**src/rtl/vdp_pkg.sv**
```systemverilog
// Shared video-path definitions: frame geometry, pixel/address types and
// the write-scheduler state encoding.
package vdp_pkg;

  localparam int unsigned DW    = 24;
  localparam int unsigned AW    = 16;
  localparam int unsigned SCR_W = 280;
  localparam int unsigned SCR_H = 192;
  localparam int unsigned NPIX  = SCR_W * SCR_H;

  typedef logic [DW-1:0] pixel_t;
  typedef logic [AW-1:0] vadr_t;

  typedef enum logic {
    ARB   = 1'b0,
    CLEAR = 1'b1
  } sched_state_t;

endpackage

```
**src/rtl/vram_wr_sched_rr_arb2.sv**
```systemverilog
// Two-input round-robin arbiter with a registered favour pointer.
// Ports:
//   clk, rst_n : clock, async active-low reset
//   i_en       : arbitration allowed this cycle
//   i_req[1:0] : request vector (bit n = requester n)
//   o_gnt_c    : one-hot (or zero) combinational grant
module rr_arb2 (
  input  logic       clk,
  input  logic       rst_n,
  input  logic       i_en,
  input  logic [1:0] i_req,
  output logic [1:0] o_gnt_c
);

  logic r_rr;

  // Pointer picks the winner only under contention; a lone request always wins.
  always_comb begin
    o_gnt_c = 2'b00;
    if (i_en) begin
      if (i_req == 2'b11) begin
        o_gnt_c[r_rr] = 1'b1;
      end else begin
        o_gnt_c = i_req;
      end
    end
  end

  // Any grant hands the favour to the opposite side.
  always_ff @(posedge clk or negedge rst_n) begin
    if (!rst_n) begin
      r_rr <= 1'b0;
    end else if (o_gnt_c[0]) begin
      r_rr <= 1'b1;
    end else if (o_gnt_c[1]) begin
      r_rr <= 1'b0;
    end
  end

endmodule

```
**src/rtl/vram_wr_sched.sv**
```systemverilog
// VRAM write-port scheduler: round-robin between two pixel producers, plus a
// whole-frame fill sequencer that takes over the port while running.
// Ports:
//   clk, res               : clock, async active-low reset
//   r0_*/r1_*              : valid/ready pixel requesters (adr, d)
//   clr_start, clr_color   : fill request pulse and colour
//   clr_busy               : fill in progress
//   oor                    : pulse, accepted pixel dropped (adr >= NPIX)
//   vram_we/wadr/d         : registered write port to VRAM
module vram_wr_sched
  import vdp_pkg::*;
#(
  parameter int unsigned DW   = vdp_pkg::DW,
  parameter int unsigned AW   = vdp_pkg::AW,
  parameter int unsigned NPIX = vdp_pkg::NPIX
) (
  input  logic          clk,
  input  logic          res,
  input  logic          r0_valid,
  output logic          r0_ready,
  input  logic [AW-1:0] r0_adr,
  input  logic [DW-1:0] r0_d,
  input  logic          r1_valid,
  output logic          r1_ready,
  input  logic [AW-1:0] r1_adr,
  input  logic [DW-1:0] r1_d,
  input  logic          clr_start,
  input  logic [DW-1:0] clr_color,
  output logic          clr_busy,
  output logic          oor,
  output logic          vram_we,
  output logic [AW-1:0] vram_wadr,
  output logic [DW-1:0] vram_d
);

  // Counter must be able to reach every frame address.
  if (64'(NPIX) > (64'd1 << AW)) begin : g_npix_chk
    $error("vram_wr_sched: NPIX does not fit in AW address bits");
  end

  localparam logic [AW-1:0] LAST_ADR = AW'(NPIX - 1);

  sched_state_t  r_state, w_state_nxt;
  logic          r_we, w_we_nxt;
  logic [AW-1:0] r_wadr, w_wadr_nxt;
  logic [DW-1:0] r_d, w_d_nxt;
  logic [AW-1:0] r_cnt, w_cnt_nxt;
  logic [DW-1:0] r_color, w_color_nxt;
  logic          r_busy, w_busy_nxt;
  logic          r_oor, w_oor_nxt;

  logic          w_arb_en;
  logic [1:0]    w_gnt;
  logic [AW-1:0] w_sel_adr;
  logic [DW-1:0] w_sel_d;
  logic          w_in_range;

  // A fill request pre-empts both requesters in the cycle it arrives.
  assign w_arb_en = (r_state == ARB) && !clr_start;

  rr_arb2 u_arb (
    .clk     (clk),
    .rst_n   (res),
    .i_en    (w_arb_en),
    .i_req   ({r1_valid, r0_valid}),
    .o_gnt_c (w_gnt)
  );

  assign r0_ready   = w_gnt[0];
  assign r1_ready   = w_gnt[1];
  assign w_sel_adr  = w_gnt[1] ? r1_adr : r0_adr;
  assign w_sel_d    = w_gnt[1] ? r1_d : r0_d;
  assign w_in_range = 64'(w_sel_adr) < 64'(NPIX);

  // Next-state and next-output logic; address/data hold unless written.
  always_comb begin
    w_state_nxt = r_state;
    w_we_nxt    = 1'b0;
    w_wadr_nxt  = r_wadr;
    w_d_nxt     = r_d;
    w_cnt_nxt   = r_cnt;
    w_color_nxt = r_color;
    w_busy_nxt  = r_busy;
    w_oor_nxt   = 1'b0;
    case (r_state)
      ARB: begin
        if (clr_start) begin
          // First fill write (address 0) is issued together with busy rising.
          w_state_nxt = CLEAR;
          w_color_nxt = clr_color;
          w_cnt_nxt   = '0;
          w_we_nxt    = 1'b1;
          w_wadr_nxt  = '0;
          w_d_nxt     = clr_color;
          w_busy_nxt  = 1'b1;
        end else if (|w_gnt) begin
          if (w_in_range) begin
            w_we_nxt   = 1'b1;
            w_wadr_nxt = w_sel_adr;
            w_d_nxt    = w_sel_d;
          end else begin
            w_oor_nxt  = 1'b1;
          end
        end
      end
      CLEAR: begin
        // r_cnt is the address currently on the write port.
        if (r_cnt == LAST_ADR) begin
          w_state_nxt = ARB;
          w_busy_nxt  = 1'b0;
        end else begin
          w_cnt_nxt  = r_cnt + AW'(1);
          w_we_nxt   = 1'b1;
          w_wadr_nxt = r_cnt + AW'(1);
          w_d_nxt    = r_color;
        end
      end
      default: w_state_nxt = ARB;
    endcase
  end

  // State and output registers.
  always_ff @(posedge clk or negedge res) begin
    if (!res) begin
      r_state <= ARB;
      r_we    <= 1'b0;
      r_wadr  <= '0;
      r_d     <= '0;
      r_cnt   <= '0;
      r_color <= '0;
      r_busy  <= 1'b0;
      r_oor   <= 1'b0;
    end else begin
      r_state <= w_state_nxt;
      r_we    <= w_we_nxt;
      r_wadr  <= w_wadr_nxt;
      r_d     <= w_d_nxt;
      r_cnt   <= w_cnt_nxt;
      r_color <= w_color_nxt;
      r_busy  <= w_busy_nxt;
      r_oor   <= w_oor_nxt;
    end
  end

  assign vram_we   = r_we;
  assign vram_wadr = r_wadr;
  assign vram_d    = r_d;
  assign clr_busy  = r_busy;
  assign oor       = r_oor;

endmodule

```
**config.mk**
```make
export PLATFORM = sky130hd
export DESIGN_NAME = vram_wr_sched
export DESIGN_NICKNAME = d
export VERILOG_FILES = /design/src/rtl/vdp_pkg.sv /design/src/rtl/vram_wr_sched_rr_arb2.sv /design/src/rtl/vram_wr_sched.sv
export SDC_FILE = /design/constraint.sdc
export NUM_CORES = 1
export LEC_CHECK = 0
export CORE_MARGIN = 5
export CORE_UTILIZATION = 49
export DETAILED_ROUTE_END_ITERATION = 12
export PLACE_DENSITY = 0.9
export SYNTH_ARGS = -nofsm -noshare
export SYNTH_HDL_FRONTEND = slang
export SYNTH_SLANG_ARGS = --single-unit
```
**constraint.sdc**
```tcl
create_clock -name clk -period 4.55 [get_ports clk]
set_input_delay 1.365 -clock clk [delete_from_list [all_inputs] [get_ports clk]]
set_output_delay 1.365 -clock clk [all_outputs]
set_load 0.005 [all_outputs]
```
; After elaboration in Yosys (flattened, before gate mapping)
; Index checks and enable logic that the tools add are counted.
[word_totals]
inputBits = 109
wordCells = 64
regBits = 85
out_inout_bits = 45
[classes]
n_eq_ne = 7
n_bitwise = 1
mux = 34
n_addsub = 1
order_cmp = 3
reduce_logical = 9
[ops]
columns = op, count
row1 = $mux W24, 5
row2 = $mux W16, 6
row3 = $pmux W16 S2, 2
row4 = $pmux W24 S2, 1
row5 = $add A16 B1 Y16 const B, 1
row6 = $eq A16 B16 Y1 const B, 1
row7 = $lt A16 B16 Y1 const B, 1
row8 = $mux W1, 14
row9 = $pmux W1 S2, 3
row10 = $reduce_and A2 Y1, 3
row11 = $mux W2, 2
row12 = $ne A2 B2 Y1 const B, 2
row13 = $ne A3 B2 Y1 const B, 1
row14 = $ne A3 B3 Y1 const B, 1
row15 = $reduce_and A3 Y1, 1
row16 = $eq A2 B2 Y1 const B, 1
row17 = $logic_and A1 B1 Y1, 2
row18 = $lt A1 B2 Y1 const B, 1
row19 = $ne A2 B1 Y1 const B, 1
row20 = $reduce_bool A2 Y1, 1
row21 = $reduce_or A2 Y1, 1
row22 = $demux W1 S1, 1
row23 = $ge A1 B1 Y1 const B, 1
row24 = $logic_not A1 Y1, 1
row25 = $not A1 Y1, 1

; Longest topological paths before layout
[depth]
depth_word = 12
ltp_mapped = 9

; Cells and area by module
; A second synthesis with hierarchy kept.
[hier_totals]
cells_unflattened = 461
area_unflattened_um2 = 4729.5
[modules_own_cells]
columns = mod, cells_per_inst, n_inst, seq_area_each_um2, area_each_um2
row1 = vram_wr_sched, 453, 1, 2102.0, 4668.2
row2 = rr_arb2, 8, 1, 25.0, 61.3

; Worst setup path before layout
; Ideal clock, no wire load.
[synth_path]
kind = input to output
start = input port clr_start
end = output port r1_ready
arrival_time_ns = 2.233
path_buffers = 2
t_required_ns = 3.185
cell_stages = 5
path_slack_ns = 0.952
path_cell_list = nor2_1 > nand3_1 > inv_1 > buf_6 > clkbuf_1
[synth_via]
elab_chain_len = 3
[synth_lines]
columns = element, line
row1 = from (decl), vram_wr_sched.sv:27  ; input logic clr_start,
row2 = $logic_not A1 Y1, vram_wr_sched.sv:59  ; assign w_arb_en = (r_state == ARB) && !clr_start;
row3 = $logic_and A1 B1 Y1, vram_wr_sched.sv:59
row4 = $mux W2, vram_wr_sched_rr_arb2.sv:20  ; if (i_en) begin
row5 = to (decl), vram_wr_sched.sv:24  ; output logic r1_ready,
; Every way passes these cells.

; Worst setup path in the final report
[layout_path]
start = input port clr_start
end = output port r0_ready
[layout_via]
elab_chain_len = 3
[layout_lines]
columns = element, line
row1 = $logic_not A1 Y1, vram_wr_sched.sv:59
row2 = $logic_and A1 B1 Y1, vram_wr_sched.sv:59
row3 = $mux W2, vram_wr_sched_rr_arb2.sv:20
row4 = to (decl), vram_wr_sched.sv:20  ; output logic r0_ready,
; Every way passes these cells.

==> results.md <==
* DR pass1 iterations at 5
* Starting Density at 0.507
* Worst IR Drop VDD at 0.201 mV
* Outcome: finished clean
* Flops & latches, synth at 85
* PortBufs at around 150
* Slowest stage cell, crit path: clkdlybuf4s50_1
* First-pass GRT wire length at 21500 um
* Grt ovf at 0
* WL final at roughly 13000 um
* Filler cell count at between 600 and 700
* Number of flops mapped to enable cells by yosys at 0
* IO Pins at about 150
* Main combinational cell family by area after synthesis: simple AND/OR/NAND/NOR gates
* # hold bufs at CTS at 0
* Vias in the first global route at around 4300
* YS warnings at 0
* Hold_ws at 0.487 ns
* RD Place Congestion at about 0.91
* Relative max-transition margin at 0.282
* Die area at about 0.011 sq mm
* Std-Cell Rows at 34
* # Post-CTS Setup Buffers at 0
* Area share of fa/ha/maj cells after synthesis at 0.00280
* Post-cts resize count at 0
* RSZ-0062 raised after global routing: false
* Die X at between 100 and 150 um
* Mux contribution to synthesized area at 0.139
* Worst slew pin tran at 1.08 ns
* H-tree Lvls at 3
* Maximum clock path buffer count at 2
* Die H at between 100 and 150 um
* CTS clk-pin slew, worst paths at about 0.09 ns
* Most used flip-flop cell after synthesis: dfrtp_1
* Initial DRC count at roughly 260
* Post-synth ARST share at 1.00
* Part of the cycle the worst path needs at 0.945
* Compound-gate portion of the synthesized area at 0.113
* Crit-path max cell delay at about 0.54 ns
* Critical Path RT at ~3.2 ns
* Yosys cell types at 45
* Type of origin of the critical path: input pin
* Kind of critical path: in -> out
* Synthesized netlist cell count at approximately 460
* Syn Area/Cell at about 9.8 sq um
* Fmax at about 230 MHz
* Max Cap Viol at 0
* Final Hold Fails at 0
* Pwr/cell area at about 350 mW/mm^2
* Synth Net Count at 566
* CTS tree: done
* Post-Synth XOR/XNOR Area at 0.0235
* Layout area overhead at 40.5%
* Post-Synth Simple-Gate Area at 0.201
* Final core utilization at 0.713
* Min-delay worst type: reg -> reg
* Largest net degree at the start of global routing at 86
* Synthesized area at 0.00447 sq mm
* Final Slew Violations at 0
* Crit path cell chain: clkdlybuf4s50_1, nor2_2, nand2_1, a21oi_1, clkdlybuf4s50_1
* Crit-path most repeated cell: clkdlybuf4s50_1
* Vias per std cell at 5.76
* Layout cells sized above 1 at 0.120
* Nets at 712
* Seq/Total Area, Yosys at 0.476
* Tot GR Track Use at 0.238
* Core box area at slightly below 0.009 sq mm
* Antenna cells at 0
* Number of antenna violations at the first check in global routing at 0
* Worst-Skew Late Latency at 0.35 ns
* Setup violators final at 0
* CP Data Arrival Time at between 2 and 3 ns
* Sink Count at 85
* Clock Tree Root: clkbuf_8
* TritonCTS Buffers at 9
* CP Max Fanout at 7
* Drt wl/cell at roughly 18 um
* # DRC at 0
* HPWL Detailed at approximately 9500 um
* Pwr Total at 2.18 mW
* Vias at 4119
* Clk_skew at between 0.015 and 0.02 ns
* P_leak at about 2.8 nW
* Antenna-violating nets left at 0
* Setup tns final at 0 ns
* CP Capture Type: output pin
* Final min period at about 4.3 ns
[worst max-delay path: cells and delay by family]
family / cells / cell delay [ns]
compound gates: 1 / 0.18
simple gates: 2 / 0.32
buf+inv: 2 / 1.07
[worst paths after layout]
kind | start | cells past startpoint | endpoint | slack, ns
max reg2reg | r_state | 7 | vram_d[9] | 1.89
min in group asynchronous | res | 1 | vram_wadr[10] | 1.16
max | clr_start | 5 | r0_ready | 0.25
max in group asynchronous | res | 1 | r_cnt[0] | 2.66
min reg2reg | r_color[18] | 2 | r_color[18] | 0.49
min | r_color[18] | 2 | r_color[18] | 0.49
[layer usage]
metal / vias up / track usage / part of all wire
li1: 1910 / - / -
met1: 2008 / 0.298 / 0.40
met2: 174 / 0.412 / 0.52
met3: 27 / 0.0416 / 0.057
met4: 0 / 0.0934 / 0.024
met5: - / 0 / 0
[registers in the layout (all words and copies together) (netlist names)]
name and cells:
r_color 24, vram_d 24, r_cnt 16, vram_wadr 16
clr_busy 1, oor 1, r_state 1, u_arb.r_rr 1
vram_we 1
[stage by stage]
step           std cells  area [sq um]  setup WS (ns)
3_5_place_dp         699          6020          0.316
2_1_floorplan        456          4470          0.952
3_3_place_gp         699          6020          0.314
4_1_cts              715          6280          0.251
5_1_grt              715          6280          0.157
6_report             715          6280          0.251
[cell usage after synthesis (all sizes together) (6+ instances only)]
cell	n	area (sq um)
nand3	39	195
mux2	40	450
clkbuf	14	62.6
mux2i	17	170
buf	10	90.1
o2bb2ai	7	61.3
a22o	6	53.8
a21oi	6	30.0
nand4	10	62.6
nor2	9	33.8
a22oi	14	105
nor4	6	37.5
nand2	118	443
dfrtp	85	2130
o21ai	16	83.8
xor2	9	78.8
[layout by cell type, fill, tap and decap left out, types with 6 or more instances in the layout]
cell	synthesis	layout
xor2_1	9	9
nand4_1	10	10
nor4_1	6	6
o21ai_0	15	15
clkbuf_8	1	10
clkdlybuf4s50_1	0	152
nor2_1	9	8
mux2_2	40	40
mux2i_1	17	17
nand2_1	118	118
o2bb2ai_1	7	7
buf_4	0	10
dfrtp_1	85	85
nand3_1	39	39
a21oi_1	6	6
a22oi_1	14	14
[cell families after synthesis]
logic type,after synthesis
AOI/OAI and AO/OA,68
muxes,57
xor gates and xnor gates,12
and+or+nand+nor,200
DFF,85
adders and majority gates,1
buffers and inverters,33
[layout make-up]
| type | instances | area [sq um] | area share |
|---|---|---|---|
| multi-input cells | 338 | 2140 | 0.341 |
| flip-flops and latches | 85 | 2130 | 0.339 |
| repair buffers | 162 | 1600 | 0.254 |
| clock buffers | 10 | 138 | 0.0219 |
| well taps | 108 | 135 | 0.0215 |
| clock inverters | 6 | 116 | 0.0185 |
| inverters | 6 | 22.5 | 0.00359 |
[report_power, final]
group / total (mW) / leakage (nW) / internal, mW / switching (mW)
clock network: 0.676 / 0.128 / 0.386 / 0.290
logic: 0.532 / 1.61 / 0.335 / 0.197
registers: 0.971 / 1.07 / 0.877 / 0.0934
Power figures use the tool's default switching activity.
